**config.mk**
```make
export PLATFORM = sky130hd
export DESIGN_NAME = if_fetch
export DESIGN_NICKNAME = d
export VERILOG_FILES = /design/src/rtl/if_fetch_pkg.sv /design/src/rtl/if_fetch_icache.sv /design/src/rtl/if_fetch.sv
export SDC_FILE = /design/constraint.sdc
export NUM_CORES = 1
export LEC_CHECK = 0
export ABC_AREA = 0
export CORE_MARGIN = 1
export CORE_UTILIZATION = 48
export DETAILED_ROUTE_END_ITERATION = 10
export GPL_TIMING_DRIVEN = 0
export PLACE_DENSITY = 0.8
export SYNTH_ARGS = -nofsm -noshare
export SYNTH_HDL_FRONTEND = slang
export SYNTH_SLANG_ARGS = --single-unit
```
**constraint.sdc**
```tcl
create_clock -name clk_in -period 2.2 [get_ports clk_in]
set_clock_uncertainty 0.15 [all_clocks]
set_input_delay 0.66 -clock clk_in [delete_from_list [all_inputs] [get_ports clk_in]]
set_output_delay 0.66 -clock clk_in [all_outputs]
set_load 0.005 [all_outputs]
```
**src/rtl/if_fetch_pkg.sv**
```systemverilog
// Shared bus widths, zero constant and fetch FSM encodings for the instruction fetch stage.
package if_fetch_pkg;

    localparam int InstAddrBus = 32;
    localparam int InstBus     = 32;

    localparam logic [InstBus-1:0] ZeroWorld = '0;

    typedef enum logic [1:0] {
        ST_IDLE  = 2'd0,
        ST_FETCH = 2'd1,
        ST_HOLD  = 2'd2
    } fetch_state_e;

    function automatic logic [InstAddrBus-1:0] word_align(input logic [InstAddrBus-1:0] addr);
        return {addr[InstAddrBus-1:2], 2'b00};
    endfunction

endpackage

```
**src/rtl/if_fetch_icache.sv**
```systemverilog
// Direct-mapped instruction cache: combinational lookup, synchronous fill and valid-bit clear.
// Only instantiated by if_fetch when ICACHE_EN is defined.
module if_fetch_icache
    import if_fetch_pkg::*;
#(
    parameter int DEPTH = 16
) (
    input  logic                   clk_in,
    input  logic                   rst_in,
    input  logic [InstAddrBus-1:0] lookup_addr,
    output logic                   lookup_hit,
    output logic [InstBus-1:0]     lookup_data,
    input  logic                   fill_en,
    input  logic [InstAddrBus-1:0] fill_addr,
    input  logic [InstBus-1:0]     fill_data
);

    localparam int IdxW = $clog2(DEPTH);
    localparam int TagW = InstAddrBus - IdxW - 2;

    logic [DEPTH-1:0] r_valid;
    logic [TagW-1:0]  r_tag  [DEPTH];
    logic [InstBus-1:0] r_data [DEPTH];

    logic [IdxW-1:0] w_lk_idx;
    logic [TagW-1:0] w_lk_tag;
    logic [IdxW-1:0] w_fl_idx;

    assign w_lk_idx = lookup_addr[IdxW+1:2];
    assign w_lk_tag = lookup_addr[InstAddrBus-1:IdxW+2];
    assign w_fl_idx = fill_addr[IdxW+1:2];

    assign lookup_hit  = r_valid[w_lk_idx] && (r_tag[w_lk_idx] == w_lk_tag);
    assign lookup_data = r_data[w_lk_idx];

    always_ff @(posedge clk_in) begin
        if (rst_in) begin
            r_valid <= '0;
        end else if (fill_en) begin
            r_valid[w_fl_idx] <= 1'b1;
        end
    end

    // Tag and data storage carry no reset; valid bits alone gate their use.
    always_ff @(posedge clk_in) begin
        if (fill_en) begin
            r_tag[w_fl_idx]  <= fill_addr[InstAddrBus-1:IdxW+2];
            r_data[w_fl_idx] <= fill_data;
        end
    end

endmodule

```
**src/rtl/if_fetch.sv**
```systemverilog
// Instruction fetch stage: assembles a 32-bit instruction from four little-endian memory bytes.
// Define ICACHE_EN to compile in a direct-mapped instruction cache of ICACHE_DEPTH lines.
//
// state    | meaning
// ST_IDLE  | latch pc_in; start a memory fetch, or issue directly on a cache hit
// ST_FETCH | mem_req high, collecting bytes 0..3 of the instruction
// ST_HOLD  | inst_valid_out high, waiting for ID to accept (stall_in[1] low)
module if_fetch
    import if_fetch_pkg::*;
#(
    parameter int ICACHE_DEPTH = 16
) (
    input  logic                   clk_in,
    input  logic                   rst_in,
    input  logic                   rdy_in,
    input  logic [InstAddrBus-1:0] pc_in,
    input  logic                   branch_or_not,
    input  logic [5:0]             stall_in,
    input  logic                   mem_byte_valid,
    input  logic [7:0]             mem_byte_data,
    output logic                   mem_req,
    output logic [InstAddrBus-1:0] mem_addr,
    output logic                   if_stall_req,
    output logic [InstBus-1:0]     inst_out,
    output logic [InstAddrBus-1:0] inst_pc_out,
    output logic                   inst_valid_out
);

    fetch_state_e           r_state,    w_state;
    logic [1:0]             r_cnt,      w_cnt;
    logic [23:0]            r_buf,      w_buf;
    logic [InstAddrBus-1:0] r_pc,       w_pc;
    logic                   r_mem_req,  w_mem_req;
    logic [InstAddrBus-1:0] r_mem_addr, w_mem_addr;
    logic                   r_stall,    w_stall;
    logic [InstBus-1:0]     r_inst,     w_inst;
    logic [InstAddrBus-1:0] r_inst_pc,  w_inst_pc;
    logic                   r_valid,    w_valid;
    logic                   w_fill;
    logic                   w_hit;
    logic [InstBus-1:0]     w_hit_data;

`ifdef ICACHE_EN
    logic w_fill_en;

    assign w_fill_en = w_fill && rdy_in;

    if_fetch_icache #(
        .DEPTH(ICACHE_DEPTH)
    ) u_icache (
        .clk_in      (clk_in),
        .rst_in      (rst_in),
        .lookup_addr (pc_in),
        .lookup_hit  (w_hit),
        .lookup_data (w_hit_data),
        .fill_en     (w_fill_en),
        .fill_addr   (r_pc),
        .fill_data   (w_inst)
    );
`else
    assign w_hit      = 1'b0;
    assign w_hit_data = ZeroWorld;
`endif

    always_comb begin
        w_state    = r_state;
        w_cnt      = r_cnt;
        w_buf      = r_buf;
        w_pc       = r_pc;
        w_mem_req  = r_mem_req;
        w_mem_addr = r_mem_addr;
        w_stall    = r_stall;
        w_inst     = r_inst;
        w_inst_pc  = r_inst_pc;
        w_valid    = r_valid;
        w_fill     = 1'b0;

        // A redirect outranks everything, including a byte completing the word.
        if (branch_or_not) begin
            w_state   = ST_IDLE;
            w_cnt     = 2'd0;
            w_mem_req = 1'b0;
            w_stall   = 1'b0;
            w_valid   = 1'b0;
        end else begin
            case (r_state)
                ST_IDLE: begin
                    w_valid = 1'b0;
                    if (w_hit) begin
                        w_inst    = w_hit_data;
                        w_inst_pc = pc_in;
                        w_valid   = 1'b1;
                        w_state   = ST_HOLD;
                    end else begin
                        w_pc       = pc_in;
                        w_mem_addr = word_align(pc_in);
                        w_mem_req  = 1'b1;
                        w_stall    = 1'b1;
                        w_cnt      = 2'd0;
                        w_state    = ST_FETCH;
                    end
                end
                ST_FETCH: begin
                    if (mem_byte_valid) begin
                        case (r_cnt)
                            2'd0: w_buf[7:0]   = mem_byte_data;
                            2'd1: w_buf[15:8]  = mem_byte_data;
                            2'd2: w_buf[23:16] = mem_byte_data;
                            default: begin
                                w_inst    = {mem_byte_data, r_buf};
                                w_inst_pc = r_pc;
                                w_valid   = 1'b1;
                                w_mem_req = 1'b0;
                                w_stall   = 1'b0;
                                w_state   = ST_HOLD;
                                w_fill    = 1'b1;
                            end
                        endcase
                        w_cnt = r_cnt + 2'd1;
                    end
                end
                ST_HOLD: begin
                    if (!stall_in[1]) begin
                        w_valid = 1'b0;
                        w_state = ST_IDLE;
                    end
                end
                default: begin
                    w_state   = ST_IDLE;
                    w_cnt     = 2'd0;
                    w_mem_req = 1'b0;
                    w_stall   = 1'b0;
                    w_valid   = 1'b0;
                end
            endcase
        end
    end

    always_ff @(posedge clk_in) begin
        if (rst_in) begin
            r_state    <= ST_IDLE;
            r_cnt      <= 2'd0;
            r_buf      <= '0;
            r_pc       <= ZeroWorld;
            r_mem_req  <= 1'b0;
            r_mem_addr <= ZeroWorld;
            r_stall    <= 1'b0;
            r_inst     <= ZeroWorld;
            r_inst_pc  <= ZeroWorld;
            r_valid    <= 1'b0;
        end else if (rdy_in) begin
            r_state    <= w_state;
            r_cnt      <= w_cnt;
            r_buf      <= w_buf;
            r_pc       <= w_pc;
            r_mem_req  <= w_mem_req;
            r_mem_addr <= w_mem_addr;
            r_stall    <= w_stall;
            r_inst     <= w_inst;
            r_inst_pc  <= w_inst_pc;
            r_valid    <= w_valid;
        end
    end

    assign mem_req        = r_mem_req;
    assign mem_addr       = r_mem_addr;
    assign if_stall_req   = r_stall;
    assign inst_out       = r_inst;
    assign inst_pc_out    = r_inst_pc;
    assign inst_valid_out = r_valid;

endmodule

```
After elaboration in Yosys (flattened, before gate mapping):

Index checks and enable logic that the tools add are counted.

* bits in registers: 156

* add/sub/neg operators: 1
* equal/unequal tests: 8
* multiplexer cells: 17
* bitwise operators: 2
* reductions and logical operators: 11

Operator list (number)
* AND reduction 5 bit: 4
* two-way mux 2 bit: 6
* inequality test 3 bit (second input constant): 3
* AND reduction 4 bit: 2
* two-way mux 1 bit: 7
* case mux 2 bit (3 select lines): 1
* AND reduction 3 bit: 2
* equality test 2 x 1 -> 1 bit (second input constant): 2
* equality test 2 bit (second input constant): 2
* logical NOT 2 bit: 2
* case mux 2 bit (2 select lines): 1
* case mux 1 bit (3 select lines): 1
* OR reduction 3 bit: 1
* adder 2 x 1 -> 2 bit (second input constant): 1
* inequality test 2 bit (second input constant): 1
* inverter 1 bit: 2
* case mux 1 bit (2 select lines): 1

Longest topological paths before layout:

* depth after elaboration: 6
* mapped depth: 6
* depth with buffers taken out: 5

Least setup slack after synthesis:

OpenSTA, ideal clock, no wires.

* path kind: input to register
* from: input port branch_or_not
* to: register r_buf[16]
* arrival time: 1670 ps
* required time: 1978 ps
* path slack: 308 ps
* stages: 5
* buffers on the path: 2
* path through: buf_2 nor4bb_4 and3_2 buf_6 mux2i_1

* cells in the longest elaborated chain, start to end: 2

RTL lines
* from (decl): RTL line if_fetch.sv:17 `input logic branch_or_not,`
* inverter 1 bit (no source line)
* AND reduction 5 bit (no source line)
* to (signal assigned): RTL line if_fetch.sv:154 `r_buf <= w_buf;`
* to (decl): RTL line if_fetch.sv:31 `logic [23:0] r_buf, w_buf;`

Every way passes these cells.
A chain may end at the register's enable or synchronous reset.

Worst setup path in the final report:

* from: register r_inst[19] (netlist: inst_out[19])
* to: output port inst_out[19]

RTL lines
* from (decl): RTL line if_fetch.sv:36 `logic [InstBus-1:0] r_inst, w_inst;`
* from (signal assigned): RTL line if_fetch.sv:148 `r_inst <= ZeroWorld;`
* from (signal assigned): RTL line if_fetch.sv:159 `r_inst <= w_inst;`
* to (decl): RTL line if_fetch.sv:24 `output logic [InstBus-1:0] inst_out,`

No word-level cell between the ends.

==> out/metrics.cfg <==
[grt]
grt_start_max_net_pins = 17
grt_pass1_wl_um = 23800
antenna_found_initial = 0
gr-usage-all-layers_pct = 27.1
overflow = 0
grt_pass1_vias = 4845

[yosys]
synth_area_leaders = dfxtp_1, a21oi_1, buf_4
yosysTopAreaCell = dfxtp_1
synthesis.area_um2 = 5190
synth_top_area_share_pct = 48.2
synthFlopType = dfxtp_1
syn_inst = 599
ys_types = 34
synth_seq_cells = 125
syn_avg_cell_area_um2 = 8.67
ys_seq_area_share_pct = 48.2
synthArstFlopShare_pct = 0
ys.warnings.count = 0
synth_edf_count = 0

[drt]
drt-total-wl_um = 15100
postRouteAntennaNets = 0
vias = 4909
drt-initial-drc-count = 209
drt-pass1-iter-count = 5
wire_per_inst_um = 16.3
route.detailed.drc = 0
avgViaCountPerCell = 5.30

[floorplan]
dieWidth_um = 106
start_util_pct = 49.8
ioPinCount = 150
dieArea_um2 = 11200
die_h_um = 106
rows = 37
core_um2 = 10400

[clocking]
clk_pin_slew_worst_paths_ps = 50
ctsLongestPathBuffers = 2
cts_sinks = 125
cts_tree = built
htreeDepth = 4
cts_buffers = 17
clock_latency_ps = 520
ctsRootBufferMaster = clkbuf_8

[setup_path]
cp_max_fo = 2
cp-end-kind = primary output
r2r_slack_ps = 150
r2r_start = r_cnt[0]
crit_path_top_delay_cell = clkdlybuf4s50_1
arrival_ps = 1370
path_buf_inv = 1
startpoint_type = register
crit_family = buffers and inverters
crit_type = reg -> out
worstReg2RegEnd = inst_out[23]
r2r_cells = 5
cpPeakStageDelay_ps = 510
critPathRequiredTime_ps = 1390
crit_chain = clkdlybuf4s50_1

[hold_path]
min_delay_path_depth = 2
min_from = r_pc[23]
min_to = r_pc[23]
hold_path_class = reg -> reg

[final_layout]
fin_area_um2 = 7620
area_growth_pct = 46.9
post_route_cells_drive_above_1_share_pct = 19.5
nNetsFinal = 833
diodes = 0
nFillCells = 764

[placement]
io_buffers = 141
dp_hpwl_um = 10100
placed_cell_area_um2 = 6780
gp_congestion = 0.849
dp_slack_ps = -450

[power]
cellLeakagePower_nw = 3.41
vdd_ir_drop_max_v = 0.000530
pwr_density_cell_nw_per_um2 = 757

[sta]
max_freq_ghz = 0.459
slew_headroom_pct = 59.7
min_period_ps = 2180
min_period_over_period_pct = 99.0
fin_hold_ws_ps = 318
finalSetupViolCount = 0
fin_ws_ps = 21.4
slew_viol_final = 0
timing_hold_violations_final = 0
tightest_slew_ps = 605

[run]
maxCapViolCount = 0

[run_status]
status = complete, no violations

## layer usage
| layer | global-route usage, % | part of all wire [%] |
|---|---|---|
| met3 | 5.21 | 5.2 |
| met1 | 32.3 | 41 |
| met5 | 0 | 0 |
| met4 | 13.0 | 3.4 |
| met2 | 46.7 | 50 |
## area by class of cell
type | count | area [um2] | share of cell area (%)
flip-flops and latches | 125 | 2550 | 33.4
clock buffers | 19 | 432 | 5.66
repair buffers | 160 | 1570 | 20.6
well taps | 136 | 170 | 2.23
inverters | 2 | 7.51 | 0.0985
plain buffers | 86 | 524 | 6.88
multi-input cells | 386 | 2160 | 28.3
clock inverters | 13 | 214 | 2.81
## worst max path at each step
stage                                from               to  slack (ps)  cells past startpoint
after CTS                  inst_pc_out[4]   inst_pc_out[4]           6                      1
after detailed placement           rst_in     inst_out[28]        -450                      4
final                        inst_out[19]     inst_out[19]          20                      1
after floorplan             branch_or_not        r_buf[16]         310                      5
after global placement             rst_in       r_state[0]        -430                      4
after global routing      inst_pc_out[13]  inst_pc_out[13]          -8                      1
## cell usage in the layout, fill, tap and decap left out, types with 4 or more instances in the layout
| cell type | synthesis | final |
|---|---|---|
| clkbuf_16 | 0 | 16 |
| dfxtp_2 | 0 | 37 |
| clkdlybuf4s50_1 | 0 | 86 |
| nand2_1 | 66 | 66 |
| ha_1 | 4 | 4 |
| mux2i_1 | 25 | 25 |
| o21ai_0 | 65 | 65 |
| dlymetal6s2s_1 | 0 | 23 |
| dlygate4sd2_1 | 0 | 31 |
| clkinv_4 | 0 | 4 |
| nand2b_1 | 35 | 35 |
| buf_4 | 45 | 65 |
| bufinv_16 | 0 | 5 |
| dfxtp_1 | 125 | 88 |
| buf_2 | 12 | 12 |
| clkbuf_1 | 28 | 28 |
| nand3_1 | 64 | 64 |
| a21oi_1 | 97 | 97 |
## cell families (layout without fill, tap and decap cells)
family,after synthesis,count (layout),synth area share (%)
and+or+nand+nor,183,183,18.5
other,1,2,0.0722
DFF,125,125,48.2
adders and majority gates,4,4,0.964
AOI/OAI and AO/OA,172,172,17.1
muxes,25,25,4.82
buffers and inverters,89,280,10.3
## per-stage QoR
stage	instances	total power [mW]	utilization, %	TNS (ps)
finish	927	5.77	73.2	0
global route	927	5.91	73.2	-7.58
global placement	877	2.75	65.1	-36420
floorplan	600	2.56	-	0
CTS	928	5.76	72.6	0
detailed placement	877	2.76	65.1	-39050
## power by group
group          internal (mW)  switching [mW]  total, mW  leakage [nW]
sequential              2.30          0.0241       2.33          1.03
combinational          0.215           0.186      0.401          2.08
clock                   1.99            1.05       3.04         0.309
## cells in the mapped netlist (2+ instances only)
library cell and instances:
inv_1 2, nand3b_1 3, a21o_1 3, a21oi_1 97, a31oi_1 2, nand2_1 66
buf_2 12, nor2_1 2, nand3_2 2, mux2i_1 25, nand3_1 64, dfxtp_1 125
nor2b_1 2, o21ai_0 65, buf_4 45, ha_1 4, nand2b_1 35, clkbuf_1 28
a211oi_1 2
## sequential cells by signal (all words and copies together) (netlist names)
signal and flops:
inst_out 32, inst_pc_out 32, r_pc 31, r_buf 24, r_cnt 2, r_state 2, if_stall_req 1, mem_addr 1
## what timing repair did
| item | in CTS | in global routing |
|---|---|---|
| setup endpoints to repair | 34 | 49 |
| buffers inserted | 19 | 0 |
| gates resized for setup | 64 | 28 |
| hold buffers | 0 | 0 |
Note: power is estimated with default switching activity, not from simulation.
